<file path="src/rtl/romload_seq.sv">
// romload_seq: streams HPS ROM download bytes into a shared ROM write port
// and sequences the game-core reset around the load.
//
// Ports
//   MCLK       in   1   clock, rising edge
//   RESET_N    in   1   asynchronous active-low reset
//   DL_ACTIVE  in   1   download in progress
//   DL_WR      in   1   one-cycle byte strobe
//   DL_AD      in  25   download byte address
//   DL_DT      in   8   download byte
//   WR_REQ     out  1   write request (FIFO non-empty)
//   WR_ACK     in   1   write accepted this cycle
//   WR_SEL     out  4   one-hot region select of head entry
//   WR_AD      out 16   offset within region of head entry
//   WR_DT      out  8   data of head entry
//   CORE_RST   out  1   core reset hold, low only once loaded
//   LOAD_DONE  out  1   image loaded, core running
//   ERR_OVF    out  1   sticky, byte dropped on full FIFO
//   BYTE_CNT   out 25   bytes accepted in current load
//
// state | meaning
// IDLE  | after reset, waiting for a download
// LOAD  | download active, bytes queued into the FIFO
// DRAIN | download finished, FIFO still emptying
// HOLD  | FIFO empty, core held in reset for POST_HOLD cycles
// DONE  | core released
module romload_seq #(
    parameter logic [24:0] BASE1     = 25'h08000,
    parameter logic [24:0] BASE2     = 25'h10000,
    parameter logic [24:0] BASE3     = 25'h18000,
    parameter logic [24:0] TOP       = 25'h20000,
    parameter int unsigned POST_HOLD = 16
) (
    input  logic        MCLK,
    input  logic        RESET_N,
    input  logic        DL_ACTIVE,
    input  logic        DL_WR,
    input  logic [24:0] DL_AD,
    input  logic [7:0]  DL_DT,
    output logic        WR_REQ,
    input  logic        WR_ACK,
    output logic [3:0]  WR_SEL,
    output logic [15:0] WR_AD,
    output logic [7:0]  WR_DT,
    output logic        CORE_RST,
    output logic        LOAD_DONE,
    output logic        ERR_OVF,
    output logic [24:0] BYTE_CNT
);

    typedef enum logic [2:0] {
        IDLE  = 3'd0,
        LOAD  = 3'd1,
        DRAIN = 3'd2,
        HOLD  = 3'd3,
        DONE  = 3'd4
    } state_t;

    localparam logic [15:0] HOLD_INIT = 16'(POST_HOLD);

    state_t      state, state_nx;
    logic [15:0] hold_cnt;

    logic [27:0] mem [4];
    logic [1:0]  wr_ptr, rd_ptr;
    logic [2:0]  count;

    logic [3:0]  dec_sel;
    logic [15:0] dec_base;
    logic [15:0] dec_off;
    logic        accept, full, push, pop, drop, load_entry;
    logic [27:0] head;

    // Region decode; offset only needs the low 16 bits, so subtract there.
    always_comb begin
        dec_sel  = 4'b0001;
        dec_base = 16'd0;
        if (DL_AD >= BASE3) begin
            dec_sel  = 4'b1000;
            dec_base = BASE3[15:0];
        end else if (DL_AD >= BASE2) begin
            dec_sel  = 4'b0100;
            dec_base = BASE2[15:0];
        end else if (DL_AD >= BASE1) begin
            dec_sel  = 4'b0010;
            dec_base = BASE1[15:0];
        end
        dec_off = DL_AD[15:0] - dec_base;
    end

    assign accept = (state == LOAD) && DL_WR && (DL_AD < TOP);
    assign full   = (count == 3'd4);
    assign pop    = WR_REQ && WR_ACK;
    // A full FIFO still takes the byte when the head leaves on the same edge.
    assign push   = accept && (!full || pop);
    assign drop   = accept && full && !pop;
    assign head   = mem[rd_ptr];

    always_ff @(posedge MCLK or negedge RESET_N) begin
        if (!RESET_N) begin
            for (int i = 0; i < 4; i++) mem[i] <= '0;
            wr_ptr <= '0;
            rd_ptr <= '0;
            count  <= '0;
        end else begin
            if (push) begin
                mem[wr_ptr] <= {dec_sel, dec_off, DL_DT};
                wr_ptr      <= wr_ptr + 2'd1;
            end
            if (pop) rd_ptr <= rd_ptr + 2'd1;
            count <= count + 3'(push) - 3'(pop);
        end
    end

    always_ff @(posedge MCLK or negedge RESET_N) begin
        if (!RESET_N) state <= IDLE;
        else          state <= state_nx;
    end

    always_comb begin
        state_nx  = state;
        WR_REQ    = (count != 3'd0);
        WR_SEL    = 4'd0;
        WR_AD     = 16'd0;
        WR_DT     = 8'd0;
        CORE_RST  = 1'b1;
        LOAD_DONE = 1'b0;
        if (WR_REQ) begin
            WR_SEL = head[27:24];
            WR_AD  = head[23:8];
            WR_DT  = head[7:0];
        end
        case (state)
            IDLE:    if (DL_ACTIVE) state_nx = LOAD;
            LOAD:    if (!DL_ACTIVE) state_nx = DRAIN;
            DRAIN:   if (count == 3'd0) state_nx = HOLD;
            HOLD: begin
                if (DL_ACTIVE)              state_nx = LOAD;
                else if (hold_cnt <= 16'd1) state_nx = DONE;
            end
            DONE: begin
                CORE_RST  = 1'b0;
                LOAD_DONE = 1'b1;
                if (DL_ACTIVE) state_nx = LOAD;
            end
            default: state_nx = IDLE;
        endcase
    end

    assign load_entry = (state_nx == LOAD) && (state != LOAD);

    always_ff @(posedge MCLK or negedge RESET_N) begin
        if (!RESET_N) begin
            hold_cnt <= '0;
        end else if (state == DRAIN && state_nx == HOLD) begin
            hold_cnt <= HOLD_INIT;
        end else if (state == HOLD && hold_cnt != 16'd0) begin
            hold_cnt <= hold_cnt - 16'd1;
        end
    end

    always_ff @(posedge MCLK or negedge RESET_N) begin
        if (!RESET_N) begin
            BYTE_CNT <= '0;
            ERR_OVF  <= 1'b0;
        end else if (load_entry) begin
            BYTE_CNT <= '0;
            ERR_OVF  <= 1'b0;
        end else begin
            if (push) BYTE_CNT <= BYTE_CNT + 25'd1;
            if (drop) ERR_OVF  <= 1'b1;
        end
    end

endmodule

</file>
<file path="config.mk">
export PLATFORM = sky130hd
export DESIGN_NAME = romload_seq
export DESIGN_NICKNAME = d
export VERILOG_FILES = /design/src/rtl/romload_seq.sv
export SDC_FILE = /design/constraint.sdc
export NUM_CORES = 1
export LEC_CHECK = 0
export BUFFER_PORTS_ARGS = -buffer_cell sky130_fd_sc_hd__buf_4
export CAP_MARGIN = 40
export CORE_MARGIN = 10
export CORE_UTILIZATION = 63
export DETAILED_ROUTE_END_ITERATION = 10
export PLACE_DENSITY = 0.83
export REMOVE_ABC_BUFFERS = 1
export SETUP_SLACK_MARGIN = 0.1
export SYNTH_ARGS = -nofsm -noshare
export SYNTH_HDL_FRONTEND = slang
export SYNTH_SLANG_ARGS = --single-unit
</file>
<file path="constraint.sdc">
create_clock -name MCLK -period 6.1 [get_ports MCLK]
set_clock_uncertainty 0.15 [all_clocks]
set_input_delay 0.305 -clock MCLK [delete_from_list [all_inputs] [get_ports MCLK]]
set_output_delay 0.305 -clock MCLK [all_outputs]
set_load 0.005 [all_outputs]
</file>
== Word level (Yosys, flattened, before mapping) ==
Index checks and enable logic that the tools add are counted.

* Bitwise gates (word level): 2
* Equality and inequality tests: 8
* Multiplexer cells: 29
* Reductions and logical operators: 21
* $add $sub $neg: 7
* Magnitude comparators: 8

{| class="wikitable"
|+ Operators by type and width
! kind !! count
|-
| 112-bit bitwise mux || 1
|-
| 16-bit 2-to-1 mux || 6
|-
| 28-bit 2-to-1 mux || 3
|-
| 28-bit binary-select mux with 2-bit select || 1
|-
| 28-bit demux with 2-bit select || 1
|-
| 25-bit by 17-bit >= comparator with 1-bit output (second input constant) || 2
|-
| 25-bit 2-to-1 mux || 2
|-
| 25-bit by 1-bit adder with 25-bit output (second input constant) || 1
|-
| 25-bit by 16-bit >= comparator with 1-bit output (second input constant) || 1
|-
| 25-bit by 18-bit less-than comparator with 1-bit output (second input constant) || 1
|-
| 16-bit by 1-bit <= comparator with 1-bit output (second input constant) || 1
|-
| 16-bit nonzero test || 1
|-
| 16-bit by 1-bit subtractor with 16-bit output (second input constant) || 1
|-
| 16-bit subtractor || 1
|-
| 3-bit 2-to-1 mux || 5
|-
| 4-bit 2-to-1 mux || 3
|-
| 3-bit one-hot mux with 4 select lines || 1
|-
| 1-bit logical AND || 10
|-
| 3-bit by 2-bit == test with 1-bit output (second input constant) || 3
|-
| 8-bit 2-to-1 mux || 1
|-
| 3-bit by 1-bit == test with 1-bit output (second input constant) || 2
|-
| 3-bit == test (second input constant) || 2
|-
| 3-bit >= comparator (second input constant) || 2
|-
| 3-bit logical NOT || 2
|-
| other kinds (13) || 21
|}

* Word-level logic and storage cells: 86
* Register bits: 164

== Depth between registers and ports, before layout ==
Gate-level depths: netlist of the first run.

* Depth in word-level cells: 7
* Mapped depth: 13
* Depth with buffers taken out: 10

== Worst setup path after synthesis of the first run ==
OpenSTA, ideal clock, no wires.

* Path type: register -> register
* From: register count[1]
* To: register count[2]
* Arrival time: 2.553 ns
* Buffers on the path: 2
* Cell stages (with the launch flop): 13
* Setup slack: 3.272 ns
* Cell sequence: dfrtp_1 or4b_4 and4_4 inv_2 buf_4 buf_4 ha_1 inv_1 ha_1 inv_1 fa_1 xnor2_1 xnor2_1

* Cells in the longest elaborated chain, start to end: 6

{| class="wikitable"
|+ RTL lines
! item !! RTL line !! text
|-
| start, declared || 66 || <nowiki>logic [2:0] count;</nowiki>
|-
| start signal, assigned || 111 || <nowiki>count <= count + 3'(push) - 3'(pop);</nowiki>
|-
| 3-bit == test or 3-bit nonzero test (tied branches) || 92, 122 ||
|-
| 1-bit logical NOT or 1-bit logical AND (tied branches) || 95, 93 ||
|-
| 1-bit logical OR || 95 || <nowiki>assign push = accept && (!full || pop);</nowiki>
|-
| 1-bit logical AND || 95 ||
|-
| 3-bit by 1-bit adder with 3-bit output || 111 ||
|-
| 3-bit by 1-bit subtractor with 3-bit output * || 111 ||
|}

Mark *: on every way between the ends. The rest lies on a longest branch, timed or not.
A chain may end at the register's enable or synchronous reset.

== Worst setup path in the final report of the first run ==
Same ends and word-level chain as after synthesis.

==> results of run 1 <==
per-stage QoR:
step	setup WS, ns	util (%)
detailed placement	2.83	71.4
global route	2.66	78.1
floorplan	3.12	-
global placement	2.93	70.7
finish	2.83	78.1
CTS	2.82	77.9
repair_timing:
item / CTS / global route
gates resized for setup: 0 / 0
setup buffers: 0 / 0
endpoints found under the hold margin: 113 / 9
hold buffers: 22 / 3
worst reg2reg max path, delay by kind of cell (launching register included):
family,cells,cell delay [ns]
and+or+nand+nor,2,0.88
adders and majority gates,3,0.83
buffers and inverters,3,0.58
DFF,1,0.44
xor gates and xnor gates,2,0.32
per-layer routing:
| layer | up-vias | share of wire (%) | routed length (um) |
|---|---|---|---|
| li1 | 2584 | - | - |
| met5 | - | 0 | 0 |
| met1 | 2950 | 42 | 8180 |
| met3 | 29 | 5.9 | 1150 |
| met4 | 0 | 1.5 | 298 |
| met2 | 188 | 51 | 9830 |
how the worst min path moves through the flow:
stage | startpoint | slack [ns] | endpoint | cells after the start
4_1_cts | DL_AD[13] | 0.0001 | mem[105]$_DFFE_PN0P_ | 2
6_report | WR_ACK | 0.12 | rd_ptr[0]$_DFFE_PN0P_ | 3
3_3_place_gp | mem[51]$_DFFE_PN0P_ | 0.31 | mem[51]$_DFFE_PN0P_ | 1
3_5_place_dp | RESET_N | 0.12 | mem[66]$_DFFE_PN0P_ | 1
2_1_floorplan | RESET_N | -0.14 | BYTE_CNT[0]$_DFFE_PN0P_ | 0
5_1_grt | DL_AD[16] | 0.11 | mem[53]$_DFFE_PN0P_ | 3
logic make-up (layout without fill, tap and decap cells):
| kind of cell | count (synthesis) | in the layout | synth area share [%] |
|---|---|---|---|
| flip-flops | 164 | 164 | 49.2 |
| multiplexers | 132 | 132 | 24.1 |
| adder cells (fa/ha/maj) | 11 | 11 | 1.74 |
| AND/OR/NAND/NOR | 169 | 169 | 13.2 |
| buffers and inverters | 47 | 175 | 3.82 |
| XOR/XNOR | 6 | 6 | 0.630 |
| AO/OA/AOI/OAI | 100 | 100 | 7.32 |
flip-flops by register name, indices dropped and copies added (netlist names):
signal,count
mem,112
BYTE_CNT,25
hold_cnt,16
count,3
state,3
rd_ptr,2
wr_ptr,2
ERR_OVF,1
synth_stat cells, types with 11 or more instances:
cell type	instances
clkbuf_1	11
nor2_1	11
nand3_1	16
and2_1	34
inv_1	17
nand2b_1	11
mux2_2	25
or4_1	11
a21oi_1	20
o31ai_1	13
mux4_2	28
mux2i_1	12
nand2_1	30
mux2_4	60
o21ai_0	27
o21ai_1	17
dfrtp_1	164
power by group:
part | switching [mW] | internal [mW] | leakage [nW]
Combinational | 0.365 | 0.285 | 2.32
Clock | 0.429 | 0.677 | 0.294
Sequential | 0.110 | 1.16 | 2.25
Total | 0.903 | 2.13 | 4.86
layout make-up:
cell class              count  area share, %
well taps                 172           2.16
clock inverters             8           1.25
repair buffers            125           10.6
clock buffers              24           4.83
multi-input cells         418           39.3
flip-flops and latches    164           41.2
inverters                  18          0.677
==> metrics.md, run 1 <==
| Metric | Value |
|---|---|
| Fin Hold WS | 0.124 ns |
| Starting DRC count in detailed routing | 395 |
| Die height | 135 um |
| Synth top area share | 49.2% |
| Synth Register Bits | 164 |
| Kind of critical path | reg2reg |
| Worst path cell trace | or4b_4 -> and4_4 -> inv_2 -> ha_1 -> inv_1 -> ha_1 -> inv_1 -> fa_1 -> xnor2_1 -> xnor2_1 |
| Die width | 135 um |
| Largest area contributor in the netlist | dfrtp_1 |
| Vias in the first global route | 6,110 |
| Clk sinks | 164 |
| Sequential-to-total area share from yosys stat | 49.2% |
| Clock Latency Late Sink | 0.42 ns |
| Most frequent cells in the layout | dfrtp_1 (163), buf_4 (96), mux2_4 (60) |
| R2r endpoint | count[2]$_DFF_PN0_ |
| Root Driver | clkbuf_16 |
| GRT met3 Usage | 6.53% |
| Final instance area | 0.00997 mm2 |
| Htree depth | 4 |
| CP max stage delay | 0.57 ns |
| WL/cell | 20.9 um |
| Initial antenna violation count | 0 |
| Worst path required time | 6.30 ns |
| Power Dens Cells | 304 mW/mm2 |
| Filler cells | 730 |
| Met2 Use GR | 36.5% |
| DR pass1 iterations | 5 |
| Worst-path clk slew | 0.06 ns |
| Share of layout cells above drive strength 1 | 33.7% |
| Vias post-DR | 5,751 |
| Stages on worst setup path | 10 |
| RePlAce Congestion | 0.851 |
| # diodes | 0 |
| R2r startpoint | count[1]$_DFF_PN0_ |
| Slowest cell on crit path | or4b_4 |
| Grt total ovfl | 0 |
| Crit. End Element | register |
| Met1 usage | 27.4% |
| Worst Tran Pin Value | 0.668 ns |
| Cells after synthesis | 629 |
| CTS tree | done |
| Synth warnings | 0 |
| Vias per cell | 6.19 |
| Clock Path Buffers | 2 |
| Core area | 0.0128 mm2 |
| Dpl cell area | 0.00912 mm2 |
| First-pass GRT wire length | 32,300 um |
| Grt peak-use layer | met2 |
| Power Total | 3.03 mW |
| Post-synth EDFFs | 0 |
| Largest net degree at the start of global routing | 63 |
| Async SR Flop Fraction | 100% |
| Rows | 41 |
| Crit path max fanout | 40 |
| Peak supply drop | 251 uV |
| R2R depth | 10 |
| P_leak | 4.86 nW |
| Fmax | 0.305 GHz |
| Initial Util | 65.3% |
| Final wirelength | 19,500 um |
| Synth area leaders | dfrtp_1 (49%), mux2_4 (11%), mux4_2 (7.6%) |
| Final Setup Violations | 0 |
| Crit path DAT | 3.47 ns |
| Mapped cell area | 0.00835 mm2 |
| Syn Area/Cell | 13.3 um2 |
| Area grow syn2layout | 19.5% |
| Reg2Reg Setup Slack | 2.83 ns |
| CP startpoint kind | register |
| Top FF cell, synth | dfrtp_1 |
| Final min period | 3.27 ns |
| Area occupied by multi-input gates | 0.00392 mm2 |
| RSZ-0062 raised after global routing | no |
| Pins Over Slew Limit | 0 |
| CTS Buf Count | 17 |
| GRT Util Overall | 22.0% |
| Worst path top cell family by delay | simple AND/OR/NAND/NOR gates |
| Rel. slew slack | 55.5% |
| Buf/Inv on CP | 3 |
| Register area | 0.00411 mm2 |
| Buffers on Ports | 94 |
| Hpwl dp | 12,000 um |
| Post-DRT Antenna Nets | 0 |
| Crit share post-route | 53.7% |
| Commonest non-fill, non-tap cell in the layout | dfrtp_1 |
| Ports | 95 |
| Nets | 793 |
| Final non-filler cell total | 929 |
| Crit path capture | count[2]$_DFF_PN0_ |
| Run status | complete, no violations |
| Die area | 0.0183 mm2 |
| Cell variety after synth | 55 |
| DRC | 0 |
| Worst min-delay path class | in2reg |
| Dpl cells | 872 |
| Critical Path Start | count[1]$_DFF_PN0_ |
| Max cap viols | 0 |
| Fin Setup TNS | 0 ns |
| Final hold vios | 0 |
(Power assumes the default switching activity.)
==> run 2, diff against run 1 <==
--- a/config.mk
+++ b/config.mk
@@ -8,9 +8,9 @@
 export BUFFER_PORTS_ARGS = -buffer_cell sky130_fd_sc_hd__buf_4
 export CAP_MARGIN = 40
 export CORE_MARGIN = 10
-export CORE_UTILIZATION = 63
+export CORE_UTILIZATION = 59
 export DETAILED_ROUTE_END_ITERATION = 10
-export PLACE_DENSITY = 0.83
+export PLACE_DENSITY = 0.78
 export REMOVE_ABC_BUFFERS = 1
 export SETUP_SLACK_MARGIN = 0.1
 export SYNTH_ARGS = -nofsm -noshare
==> constraint.sdc (replaced) <==
create_clock -name MCLK -period 3.4 [get_ports MCLK]
set_clock_uncertainty 0.15 [all_clocks]
set_input_delay 0.17 -clock MCLK [delete_from_list [all_inputs] [get_ports MCLK]]
set_output_delay 0.17 -clock MCLK [all_outputs]
set_load 0.005 [all_outputs]
==> metrics.md, run 2 (synthesis results as in run 1) <==
| Metric | Value |
|---|---|
| Run status | complete, no violations |
| Buf/Inv on CP | 3 |
| CTS tree | done |
| WL/cell | 19.6 um |
| CTS Buf Count | 17 |
| Fmax | 0.354 GHz |
| Root Driver | clkbuf_16 |
| Dpl ws | 0.583 ns |
| Vias in the first global route | 6,058 |
| Core area | 0.0139 mm2 |
| Die height | 139 um |
| Most flop-heavy register | mem |
| Kind of critical path | reg2reg |
| Fin Setup TNS | 0 ns |
| Worst-path clk slew | 0.06 ns |
| Total setup buffers inserted after CTS | 0 |
| Crit path max fanout | 11 |
| Final wirelength | 18,500 um |
| Post-DRT Antenna Nets | 0 |
| Rows | 43 |
| Worst path cell trace | or4b_4 -> and4_4 -> inv_2 -> ha_1 -> inv_1 -> ha_1 -> inv_1 -> fa_1 -> xnor2_1 -> xnor2_1 |
| First-pass GRT wire length | 31,000 um |
| Final hold vios | 0 |
| Commonest non-fill, non-tap cell in the layout | dfrtp_1 |
| Die width | 139 um |
| Initial Util | 60.1% |
| Pins Over Slew Limit | 0 |
| Power Total | 5.20 mW |
| Area occupied by multi-input gates | 0.00392 mm2 |
| Clk sinks | 164 |
| Largest net degree at the start of global routing | 75 |
| Starting DRC count in detailed routing | 396 |
| Vias post-DR | 5,658 |
| Rel. slew slack | 54.9% |
| Fin Hold WS | 0.114 ns |
| Register area | 0.00411 mm2 |
| Worst min-delay path class | in2reg |
| # diodes | 0 |
| Die area | 0.0193 mm2 |
| Setup ws final | 0.576 ns |
| Worst path top cell family by delay | simple AND/OR/NAND/NOR gates |
| Filler cells | 935 |
| Crit. End Element | register |
| GRT Util Overall | 19.4% |
| Dpl cell area | 0.00911 mm2 |
| Largest regs | mem x112, BYTE_CNT x25, hold_cnt x16 |
| HP Start | DL_AD[24] |
| Largest register FFs | 112 |
| CP startpoint kind | register |
| Final min period | 2.82 ns |
| Critical Path Start | count[1]$_DFF_PN0_ |
| DRC | 0 |
| Crit path DAT | 3.01 ns |
| Share of layout cells above drive strength 1 | 33.4% |
| RSZ-0062 raised after global routing | no |
| Max cap viols | 0 |
| RePlAce Congestion | 0.825 |
| Vias per cell | 6.01 |
| Buffers on Ports | 94 |
| Worst Tran Pin Value | 0.677 ns |
| Final instance area | 0.00994 mm2 |
| Area grow syn2layout | 19.1% |
| Worst path required time | 3.59 ns |
| Final Setup Violations | 0 |
| Clock Path Buffers | 2 |
| Most frequent cells in the layout | dfrtp_1 (163), buf_4 (99), mux2_4 (60) |
| Power Dens Cells | 523 mW/mm2 |
| Reg2Reg Setup Slack | 0.58 ns |
| R2r startpoint | count[1]$_DFF_PN0_ |
| Crit share post-route | 83.1% |
| Hpwl dp | 12,100 um |
| Ports | 95 |
| Clock Latency Late Sink | 0.42 ns |
| P_leak | 4.85 nW |
| Grt total ovfl | 0 |
| Nets | 799 |
| CP max stage delay | 0.56 ns |
| DR pass1 iterations | 4 |
| Htree depth | 4 |
| Initial antenna violation count | 0 |
| Peak supply drop | 413 uV |
| Slowest cell on crit path | or4b_4 |
## run 2: cell types whose count changed in the layout (fill, tap and decap cells not counted), moves of 2 or more
cell           delta
clkinv_4          -2
buf_4             +3
bufinv_16         -2
dlygate4sd3_1     +4
buf_16            -2
## run 2: worst paths after layout
kind | end | depth (start not counted)
max in group asynchronous | mem[43]$_DFFE_PN0P_ | 3
min in group asynchronous | mem[101]$_DFFE_PN0P_ | 2
max reg2reg | count[2]$_DFF_PN0_ | 10
min | BYTE_CNT[3]$_DFFE_PN0P_ | 5
min reg2reg | mem[107]$_DFFE_PN0P_ | 1
max | count[2]$_DFF_PN0_ | 10
## run 2: routing by layer
metal,part of all wire [%],global-route usage (%)
met1,44,24.7
met5,0,0
met2,51,32.0
met3,4.6,4.90
met4,1.1,5.66
## run 2: per-stage QoR
step / std cells / util (%)
5_1_grt: 941 / 71.6
3_3_place_gp: 882 / 65.7
3_5_place_dp: 882 / 65.7
4_1_cts: 941 / 71.6
2_1_floorplan: 600 / -
6_report: 941 / 71.6
## run 2: what timing repair did
action                    4_1_cts  5_1_grt
hold buffers                   29        0
hold endpoints to repair      182        0
gates resized for setup         0        0
## run 2: area by class of cell
type / instances / share of cell area [%]
clock buffer: 25 / 4.88
clock inverter: 5 / 0.529
inverter: 18 / 0.680
multi-input combinational: 418 / 39.4
sequential: 164 / 41.3
tap: 180 / 2.27
timing repair buffer: 131 / 10.9
## run 2: power by group
part | switching (mW) | internal (mW) | total [mW]
registers | 0.227 | 2.09 | 2.32
logic | 0.607 | 0.496 | 1.10
clock network | 0.729 | 1.05 | 1.78
## run 2: worst min-delay path, stage by stage
cell and delay [ns]:
buf_4 0.09, nor4_4 0.04, nand3_1 0.15, or4_1 0.14, a21oi_1 0.06
==> run 3, diff against run 2 <==
--- a/config.mk
+++ b/config.mk
@@ -8,9 +8,9 @@
 export BUFFER_PORTS_ARGS = -buffer_cell sky130_fd_sc_hd__buf_4
 export CAP_MARGIN = 40
 export CORE_MARGIN = 10
-export CORE_UTILIZATION = 59
+export CORE_UTILIZATION = 53
 export DETAILED_ROUTE_END_ITERATION = 10
-export PLACE_DENSITY = 0.78
+export PLACE_DENSITY = 0.74
 export REMOVE_ABC_BUFFERS = 1
 export SETUP_SLACK_MARGIN = 0.1
 export SYNTH_ARGS = -nofsm -noshare
==> constraint.sdc (replaced) <==
create_clock -name MCLK -period 2.4 [get_ports MCLK]
set_clock_uncertainty 0.15 [all_clocks]
set_input_delay 0.12 -clock MCLK [delete_from_list [all_inputs] [get_ports MCLK]]
set_output_delay 0.12 -clock MCLK [all_outputs]
set_load 0.005 [all_outputs]
==> metrics.md, run 3 (synthesis results as in run 1) <==
| Metric | Value |
|---|---|
| First-pass GRT wire length | 32,800 um |
| CP max stage delay | 0.53 ns |
| Starting DRC count in detailed routing | 264 |
| Slowest cell on crit path | or4b_4 |
| Peak supply drop | 589 uV |
| Core area | 0.0153 mm2 |
| Die height | 145 um |
| Crit path max fanout | 2 |
| Fin util | 67.7% |
| Run status | complete, but fails checks |
| DR pass1 iterations | 5 |
| Rows | 45 |
| Worst path required time | 2.56 ns |
| Ports | 95 |
| Crit path DAT | 2.62 ns |
| Fin Setup TNS | -0.0590 ns |
| Kind of critical path | reg2reg |
| Initial antenna violation count | 1 |
| Critical Path Start | count[1]$_DFF_PN0_ |
| Clk sinks | 164 |
| RSZ-0062 raised after global routing | yes |
| Vias per cell | 5.79 |
| Largest register FFs | 112 |
| Vias in the first global route | 6,171 |
| WL/cell | 20.0 um |
| Worst min-delay path class | in2reg |
| Area grow syn2layout | 24.3% |
| Initial Util | 54.5% |
| Max cap viols | 0 |
| Power Dens Cells | 760 mW/mm2 |
| Final wirelength | 20,000 um |
| Clock Latency Late Sink | 0.42 ns |
| Dpl cell area | 0.00932 mm2 |
| Most frequent cells in the layout | dfrtp_1 (163), buf_4 (121), mux2_4 (60) |
| Nets | 827 |
| Crit. End Element | register |
| Die width | 145 um |
| Final min period | 2.46 ns |
| Rel. slew slack | 54.8% |
| Worst Tran Pin Value | 0.679 ns |
| Worst path cell trace | or4b_4 -> and4_4 -> inv_4 -> ha_4 -> inv_4 -> ha_4 -> inv_2 -> fa_2 -> xnor2_2 -> xnor2_1 |
| Fmax | 0.407 GHz |
| Buf/Inv on CP | 3 |
| Final hold vios | 0 |
| GRT Util Overall | 18.9% |
| HP Start | WR_ACK |
| Commonest non-fill, non-tap cell in the layout | dfrtp_1 |
| Crit share post-route | 102% |
| Share of layout cells above drive strength 1 | 37.6% |
| CTS tree | done |
| Hpwl dp | 12,600 um |
| Dpl ws | -0.143 ns |
| DRC | 0 |
| Post-DRT Antenna Nets | 0 |
| CP startpoint kind | register |
| Vias post-DR | 5,804 |
| Grt total ovfl | 0 |
| Largest regs | mem x112, BYTE_CNT x25, hold_cnt x16 |
| Buffers on Ports | 94 |
| Largest net degree at the start of global routing | 55 |
| Failing checks | negative setup slack |
| RePlAce Congestion | 0.854 |
| Setup ws final | -0.0590 ns |
| CTS Buf Count | 17 |
| Final Setup Violations | 1 |
| Worst path top cell family by delay | simple AND/OR/NAND/NOR gates |
| Htree depth | 4 |
| R2r startpoint | count[1]$_DFF_PN0_ |
| Pins Over Slew Limit | 0 |
| Final instance area | 0.0104 mm2 |
| Die area | 0.0212 mm2 |
| P_leak | 5.01 nW |
| Root Driver | clkbuf_16 |
| Clock Path Buffers | 2 |
| Most flop-heavy register | mem |
| Worst-path clk slew | 0.06 ns |
-- run 3: cell count changes in the layout (fill, tap and decap cells not counted), moves of 2 or more --
cell,delta
buf_4,+22
clkbuf_1,-5
nand2_8,+5
inv_1,-3
inv_6,+3
ha_1,-2
ha_4,+2
inv_4,+2
-- run 3: layout make-up --
class | count | area, um2
Sequential cell | 164 | 4110
Antenna cell | 1 | 2.50
Clock inverter | 11 | 125
Timing Repair Buffer | 153 | 1260
Tap cell | 211 | 264
Fill cell | 1069 | 4940
Inverter | 18 | 72.6
Clock buffer | 20 | 467
Multi-Input combinational cell | 424 | 4070
-- run 3: timing repair --
action | CTS | global route
cloned | 4 | 2
hold buffers | 28 | 0
setup buffers | 2 | 1
setup endpoints to repair | 37 | 46
hold endpoints to repair | 241 | 0
pin swaps | 10 | 7
resized for setup | 10 | 6
-- run 3: layer usage --
| layer | routed length, um | vias to the layer above | global-route usage, % | part of all wire (%) |
|---|---|---|---|---|
| li1 | - | 2652 | - | - |
| met1 | 8630 | 2981 | 23.8 | 43 |
| met2 | 10200 | 158 | 31.1 | 51 |
| met3 | 1050 | 13 | 5.62 | 5.2 |
| met4 | 176 | 0 | 4.60 | 0.88 |
| met5 | 0 | - | 0 | 0 |
-- run 3: worst min-delay path: stages --
cell	delay (ns)
buf_4	0.10
and2_1	0.19
buf_4	0.15
xor2_1	0.05
-- run 3: final timing paths --
| kind | endpoint | slack (ns) | depth (start not counted) |
|---|---|---|---|
| max in group asynchronous | mem[96]$_DFFE_PN0P_ | 1.28 | 3 |
| min reg2reg | mem[79]$_DFFE_PN0P_ | 0.33 | 1 |
| max reg2reg | count[2]$_DFF_PN0_ | -0.06 | 10 |
| min | rd_ptr[0]$_DFFE_PN0P_ | 0.07 | 4 |
| max | count[2]$_DFF_PN0_ | -0.06 | 10 |
| min in group asynchronous | mem[19]$_DFFE_PN0P_ | 0.09 | 2 |
-- run 3: metrics by stage --
| stage | power (mW) | std cells | hold slack, ns |
|---|---|---|---|
| 2_1_floorplan | 4.27 | 600 | -0.326 |
| 3_3_place_gp | 4.96 | 933 | -0.0418 |
| 3_5_place_dp | 5.07 | 933 | -0.0306 |
| 4_1_cts | 7.91 | 998 | 0.0586 |
| 5_1_grt | 8.26 | 1002 | 0.0531 |
| 6_report | 7.88 | 1002 | 0.0654 |
-- run 3: report_power, final --
group          leakage [nW]  total [mW]  internal, mW  switching [mW]
Sequential             2.25        3.16          2.96           0.204
Combinational          2.48        1.98         0.902            1.08
Clock                 0.289        2.73          1.62            1.12
Total                  5.01        7.88          5.48            2.40
